===== config.mk =====
export PLATFORM = sky130hd
export DESIGN_NAME = ram_sdp_init
export DESIGN_NICKNAME = d
export VERILOG_FILES = /design/src/rtl/ram_sdp_init.sv
export SDC_FILE = /design/constraint.sdc
export NUM_CORES = 1
export LEC_CHECK = 0
export CORE_UTILIZATION = 60
export DETAILED_ROUTE_END_ITERATION = 6
export GPL_TIMING_DRIVEN = 1
export PLACE_DENSITY = 0.79
export SLEW_MARGIN = 20
export SYNTH_ARGS = -nofsm -noshare
export SYNTH_HDL_FRONTEND = slang
export SYNTH_SLANG_ARGS = --single-unit

===== constraint.sdc =====
create_clock -name clk -period 2.91 [get_ports clk]
set_input_delay 0.4365 -clock clk [delete_from_list [all_inputs] [get_ports clk]]
set_output_delay 0.4365 -clock clk [all_outputs]
set_load 0.02 [all_outputs]

===== src/rtl/ram_sdp_init.sv =====
// Simple dual-port RAM with one write port and one registered read port.
// It adds per-lane write masking, a read-valid strobe and a selectable
// read-during-write mode. After every reset an init sequencer fills all
// entries with INIT_VAL before the ports are accepted.
module ram_sdp_init #(
  parameter int               WIDTH    = 16,
  parameter int               ADDR_W   = 4,
  parameter int               LANE_W   = 8,
  parameter int               RDW_MODE = 0,
  parameter logic [WIDTH-1:0] INIT_VAL = '0
) (
  input  logic                      clk,
  input  logic                      rst_n,
  output logic                      init_busy,
  input  logic                      wr_en,
  input  logic [ADDR_W-1:0]         wr_addr,
  input  logic [WIDTH-1:0]          wr_data,
  input  logic [WIDTH/LANE_W-1:0]   wr_mask,
  input  logic                      rd_en,
  input  logic [ADDR_W-1:0]         rd_addr,
  output logic [WIDTH-1:0]          rd_data,
  output logic                      rd_valid
);

  localparam int DEPTH = 2 ** ADDR_W;
  localparam int LANES = WIDTH / LANE_W;

  // A word that does not split into whole lanes has no sensible mask meaning.
  if (WIDTH % LANE_W != 0) begin : g_bad_width
    $error("ram_sdp_init: WIDTH must be a multiple of LANE_W");
  end

  typedef enum logic {
    ST_INIT,
    ST_RUN
  } state_t;

  state_t              r_state;
  state_t              w_state_next;
  logic [ADDR_W-1:0]   r_init_ptr;
  logic [WIDTH-1:0]    r_mem [DEPTH];
  logic [WIDTH-1:0]    r_rd_data;
  logic                r_rd_valid;
  logic                w_init_we;
  logic                w_run;
  logic [WIDTH-1:0]    w_rd_word;

  // The sequencer only writes on edges where reset is not asserted, so the
  // reset edge itself leaves memory untouched.
  assign w_init_we = rst_n && (r_state == ST_INIT);
  assign w_run     = rst_n && (r_state == ST_RUN);

  // State register; reset always restarts the init sweep.
  always_ff @(posedge clk) begin
    // NOTE: sequential state uses non-blocking assignments so every register
    // samples pre-edge values regardless of block evaluation order.
    if (!rst_n) r_state <= ST_INIT;
    else        r_state <= w_state_next;
  end

  // Next-state: leave INIT on the edge that writes the last entry.
  always_comb begin
    // NOTE: default first so no path leaves w_state_next unassigned (no latch).
    w_state_next = r_state;
    unique case (r_state)
      ST_INIT: if (r_init_ptr == ADDR_W'(DEPTH - 1)) w_state_next = ST_RUN;
      ST_RUN:  w_state_next = ST_RUN;
      default: w_state_next = ST_INIT;
    endcase
  end

  // Init pointer walks 0..DEPTH-1 and wraps back to 0 as INIT finishes.
  always_ff @(posedge clk) begin
    if (!rst_n)         r_init_ptr <= '0;
    else if (w_init_we) r_init_ptr <= r_init_ptr + 1'b1;
  end

  // Storage: full-word init writes, otherwise lane-masked user writes.
  always_ff @(posedge clk) begin
    // NOTE: the array has no reset branch; clearing is done by the init
    // sequencer, which keeps the array mappable to block RAM.
    if (w_init_we) begin
      r_mem[r_init_ptr] <= INIT_VAL;
    end else if (w_run && wr_en) begin
      for (int l = 0; l < LANES; l++) begin
        if (wr_mask[l]) r_mem[wr_addr][l*LANE_W +: LANE_W] <= wr_data[l*LANE_W +: LANE_W];
      end
    end
  end

  // Read word: old contents, or merged new lanes in write-through mode.
  always_comb begin
    w_rd_word = r_mem[rd_addr];
    if (RDW_MODE == 1 && wr_en && (wr_addr == rd_addr)) begin
      for (int l = 0; l < LANES; l++) begin
        if (wr_mask[l]) w_rd_word[l*LANE_W +: LANE_W] = wr_data[l*LANE_W +: LANE_W];
      end
    end
  end

  // Registered read port; data holds when no read is issued.
  always_ff @(posedge clk) begin
    if (!rst_n) begin
      r_rd_data  <= '0;
      r_rd_valid <= 1'b0;
    end else if (w_run && rd_en) begin
      r_rd_data  <= w_rd_word;
      r_rd_valid <= 1'b1;
    end else begin
      r_rd_valid <= 1'b0;
    end
  end

  assign init_busy = (r_state == ST_INIT);
  assign rd_data   = r_rd_data;
  assign rd_valid  = r_rd_valid;

endmodule


==> flow_metrics.tcl, run 1 <==
set metrics [dict create \
    dpl_worst_slack_ns -0.0157 \
    nNetsFinal 698 \
    async_flop_share 0 \
    ys.flop_type "edfxtp_1" \
    wl_mm 22.8 \
    gp_congestion 0.886 \
    yosysUniqueCellTypes 32 \
    core-area_sq_um 18000 \
    clock_latency_ns 0.52 \
    max_slew_margin 0.361 \
    fin_skew_ns 0.0189 \
    root_buffer "clkbuf_16" \
    critical_path_arrival_ns 2.74 \
    ant_nets 0 \
    synth-edff-count 256 \
    place_hpwl_mm 15.3 \
    grt_pass1_wl_mm 34.0 \
    vias 5773 \
    yosysWarnings 0 \
    ff2ff_setup_slack_ns 0.32 \
    ys_seq_area_frac 0.738 \
    fin_setup_tns_ns 0 \
    rr_worst_depth 5 \
    status "complete, no violations" \
    io_buffers 47 \
    dieArea_sq_um 18900 \
    worst_slack_ns 0.319 \
    regArea_sq_um 8130 \
    ctsResizeCount 0 \
    first_iter_violations 622 \
    cts_tree "built" \
    slew_violations 0 \
    peakVddDrop_mv 0.517 \
    multi_input_area_sq_um 2690 \
    fmax_mhz 386 \
    antenna_cells 0 \
    min_period_ns 2.59 \
    grt_pass1_vias 5700 \
    hp-start "rd_data[13]" \
    cts_hold_buf 0 \
    worst_pin_slew_ns 0.957 \
    endpoint_kind "register" \
    chipHeight_microns 137 \
    syn_area_per_cell_sq_um 18.9 \
    cts_max_level 1 \
    grt_max_degree 42 \
    cts.sinks 278 \
    maxCapViolations 0 \
    fin_crit_sh 0.890 \
    routedWlPerCell_microns 24.9 \
    syn-instance-count 584 \
    fin_hold_ws_ns 0.510 \
    finalHoldViolCount 0 \
    syn-cell-area_sq_um 11000 \
    fillCellCount 1063 \
    start_util 0.613 \
    timing.rr.start "r_state" \
    r2r_end "r_mem[1][3]" \
    clk_transition_reported_paths_ns 0.06 \
    ys_ff_latch 278 \
    syn2layout_area_growth_pct 15.1 \
    ioPinCount 48 \
    powerDensity_nw_per_um2 622 \
    layout_commonest_cell "edfxtp_1" \
    overflow 0 \
    die_x_microns 137 \
    drc 0 \
    antenna_found_initial 0 \
    critPathKind "reg2reg" \
    start_kind "register" \
    hp-class "reg2reg" \
    total_power_uw 7880 \
    layout_common_cells "256 x edfxtp_1, 50 x mux2i_1, 44 x clkdlybuf4s50_1, 38 x nor2_1, 37 x buf_4" \
    rsz0062_at_grt "no" \
    grt_usage 0.252 \
    p_leak_uw 0.00395 \
    row_count 49 \
    crit_end "r_mem[1][3]" \
    cp-startpoint "r_state" \
    clockBufferDepth 3 \
    viasPerCell 6.30 \
    synth_nets 615 \
    setup_viol 0 \
    layout-drive-gt1-share 0.191 \
    cts_made_buffers 26 \
    cp_max_fo 16 \
    post_cts_buffers 0 \
    firstDrtPassIters 5 \
    worstPathRequired_ns 3.05 \
]
==> synthesized netlist by cell type, types with 6 or more instances <==
master | n | area [sq um]
edfxtp_1 | 256 | 7690
mux2i_1 | 50 | 500
nor2_1 | 38 | 143
mux4_2 | 33 | 743
dfxtp_1 | 22 | 440
nand2_1 | 22 | 82.6
and2_1 | 21 | 131
a221oi_1 | 15 | 131
buf_2 | 15 | 75.1
mux2_2 | 14 | 158
mux4_1 | 12 | 315
nor2b_1 | 12 | 75.1
o21ai_0 | 12 | 60.1
nand2b_1 | 8 | 50.1
a22oi_1 | 7 | 52.6
clkbuf_1 | 7 | 26.3
nand3_1 | 6 | 30.0
==> final cells by class <==
type	instances	share of cell area
Sequential cell	278	0.641
Multi-Input combinational cell	273	0.212
Timing Repair Buffer	86	0.0610
Clock buffer	35	0.0557
Tap cell	229	0.0226
Clock inverter	13	0.00681
Inverter	2	0.000592
==> kinds of logic (layout without fill, tap and decap cells) <==
logic type,Yosys count,after routing,synth area share
compound gates,51,51,0.0368
simple gates,109,109,0.0476
fa+ha+maj,1,1,0.00114
xor+xnor,3,3,0.00239
buf+inv,33,136,0.0178
mux,109,109,0.156
flops,278,278,0.738
==> stage by stage <==
stage          cells  utilization  instance area [sq um]
4_1_cts          916        0.705                  12700
2_1_floorplan    584            -                  11000
6_report         916        0.705                  12700
3_3_place_gp     868        0.661                  11900
3_5_place_dp     868        0.661                  11900
5_1_grt          916        0.705                  12700
==> worst min path at each step <==
| stage | end | slack (ns) | cells after the start |
|---|---|---|---|
| 2_1_floorplan | r_state | 0.51 | 2 |
| 3_3_place_gp | rd_data[7] | 0.47 | 2 |
| 3_5_place_dp | rd_data[7] | 0.50 | 2 |
| 4_1_cts | rd_data[7] | 0.51 | 2 |
| 5_1_grt | rd_data[6] | 0.53 | 2 |
| 6_report | rd_data[13] | 0.51 | 2 |
==> layer usage <==
metal / share of wire / track usage / vias to the layer above / wire length [microns]
met5: 0 / 0 / - / 0
met2: 0.48 / 0.383 / 244 / 10900
met1: 0.44 / 0.392 / 2991 / 9990
met3: 0.072 / 0.0335 / 30 / 1650
li1: - / - / 2508 / -
met4: 0.015 / 0.0543 / 0 / 334
==> sequential cells by signal (all words and copies together) (netlist names) <==
name and count:
rd_data 16, r_state 1, r_mem 256, rd_valid 1
r_init_ptr 4
==> where the power goes <==
group	switching, uW	internal (uW)
clock	1370	1790
sequential	19.1	4360
combinational	183	164
total	1570	6310
==> critical path, stage by stage, from the launching register on <==
cell and delay, ns:
dfxtp_1 0.57, o2111a_1 0.35, buf_4 0.25, mux2i_1 0.13, nand2b_1 0.23, nor2_1 0.68
No activity file was read; power rests on OpenSTA's default activity.
==> inputs of run 2 (changes only) <==
- PLACE_DENSITY: 0.79 -> 0.78
- SLEW_MARGIN: 20 -> 0
==> run 2 against run 1 <==
Effect of this change:
- clock power is 3% higher
- register-to-register slack hardly changed
- global-route usage increased by 0.79 points
- flip-flop and latch count unchanged
- setup slack got worse by 0.0065 ns
- core utilization up 0.78 points
- largest cell class unchanged
- non-clock buffer count grew 16
- critical path depth down 1
==> flow_metrics.tcl, run 2 (synthesis results as in run 1) <==
set metrics [dict create \
    crit_family "simple AND/OR/NAND/NOR gates" \
    crit_end "r_mem[0][3]" \
    dieArea_sq_um 18900 \
    io_buffers 47 \
    cts_tree "built" \
    setup_viol 0 \
    grt.busiest_layer "met2" \
    first_iter_violations 682 \
    worst-path-stages 4 \
    clock_latency_ns 0.52 \
    routedWlPerCell_microns 24.9 \
    p_leak_uw 0.00404 \
    peakVddDrop_mv 0.559 \
    ff2ff_setup_slack_ns 0.31 \
    grt_pass1_vias 5820 \
    swShare 0.196 \
    worst_pin_slew_ns 0.865 \
    antenna_found_initial 0 \
    min_period_ns 2.60 \
    dp.cells 884 \
    endpoint_kind "register" \
    design_area_sq_um 12800 \
    place_hpwl_mm 15.2 \
    overflow 0 \
    combPwrFrac 0.043 \
    gr-usage-met3 0.0324 \
    use_met1 0.384 \
    placed_cell_area_sq_um 12000 \
    fin_cells 932 \
    root_buffer "clkbuf_16" \
    chipHeight_microns 137 \
    hp-class "reg2reg" \
    fin_crit_sh 0.893 \
    netSwitchingPower_uw 1570 \
    power.share.clock 0.408 \
    antenna_cells 0 \
    dpl_worst_slack_ns -0.0591 \
    seqPwrFrac 0.549 \
    rsz0062_at_grt "no" \
    timing.rr.start "r_state" \
    ioPinCount 48 \
    worstPathRequired_ns 3.05 \
    layout_commonest_cell "edfxtp_1" \
    post_cts_buffers 0 \
    cp_num_buf_inv 0 \
    worst_slack_ns 0.312 \
    slew_violations 0 \
    critical_path_arrival_ns 2.74 \
    firstDrtPassIters 5 \
    grt_pass1_wl_mm 34.7 \
    grt_max_degree 31 \
    clk_transition_reported_paths_ns 0.06 \
    drc 0 \
    cts_made_buffers 27 \
    cp_max_fo 8 \
    largest_register_ffs 256 \
    vias 5876 \
    grt_usage 0.260 \
    core-area_sq_um 18000 \
    layout-drive-gt1-share 0.206 \
    start_kind "register" \
    cts_max_level 1 \
    ctsResizeCount 0 \
    met2_usage 0.409 \
    ant_nets 0 \
    postLayoutCoreUtil 0.713 \
    cp-startpoint "r_state" \
    wl_mm 23.2 \
    layout_common_cells "256 x edfxtp_1, 54 x buf_4, 50 x mux2i_1, 44 x clkdlybuf4s50_1, 38 x nor2_1" \
    syn2layout_area_growth_pct 16.4 \
    cts.sinks 278 \
    critPathMaxStageDelay_ns 0.70 \
    max_flop_register "r_mem" \
    fin_skew_ns 0.00893 \
    fmax_mhz 385 \
    start_util 0.613 \
    r2r_end "r_mem[0][3]" \
    cp_slowest_cell "nor2_1" \
    status "complete, no violations" \
    viasPerCell 6.30 \
    worstPathCellList "o2111a_1, mux2i_1, nand2b_1, nor2_1" \
    gp_congestion 0.829 \
    cts_hold_buf 0 \
    maxCapViolations 0 \
    clockBufferDepth 3 \
    rr_worst_depth 4 \
    max_slew_margin 0.421 \
    die_x_microns 137 \
    nNetsFinal 715 \
    finalHoldViolCount 0 \
    critPathKind "reg2reg" \
    internal_power_uw 6420 \
    row_count 49 \
    powerDensity_nw_per_um2 623 \
    fin_hold_ws_ns 0.498 \
]
-- run 2: changes by cell type in the layout (fill, tap and decap cells not counted), sizes merged --
cell	previous run	this run
buf	42	58
clkinv	12	6
clkbuf	35	41
-- run 2: worst min-delay path by stage --
stage	start	end	slack (ns)	depth (start not counted)
6_report	rd_data[3]	rd_data[3]	0.50	2
5_1_grt	rd_data[10]	rd_data[10]	0.52	2
4_1_cts	rd_data[3]	rd_data[3]	0.50	2
3_5_place_dp	rd_data[3]	rd_data[3]	0.49	2
3_3_place_gp	rd_data[2]	rd_data[2]	0.48	2
2_1_floorplan	r_init_ptr[3]	r_state	0.51	2
-- run 2: worst min-delay path: cells and delay by family (launching register included) --
family | cells | cell delay, ns
AND/OR/NAND/NOR | 1 | 0.06
AO/OA/AOI/OAI | 1 | 0.07
flip-flops | 1 | 0.34
-- run 2: area by class of cell --
type                       instances  area (sq um)
tap                              229           287
clock inverter                     7          56.3
clock buffer                      41           768
multi-input combinational        273          2690
sequential                       278          8130
inverter                           2          7.51
fill                            1064          5150
timing repair buffer             102           881
-- run 2: power by group through the flow --
stage                     sequential [uW]  clock [uW]  combinational, uW
after detailed placement             4470           0                343
after global routing                 4380        3440                366
after CTS                            4380        3290                346
after global placement               4460           0                334
final                                4380        3260                346
after floorplan                      4460           0                221
-- run 2: through the flow --
step | setup TNS, ns | total power, uW
2_1_floorplan | 0 | 4680
3_3_place_gp | 0 | 4800
3_5_place_dp | -0.470 | 4810
4_1_cts | 0 | 8020
5_1_grt | 0 | 8190
6_report | 0 | 7990
-- run 2: layer usage --
metal	vias to the layer above	share of wire
met1	2995	0.41
met2	291	0.49
met5	-	0
met3	41	0.072
met4	0	0.023
li1	2549	-
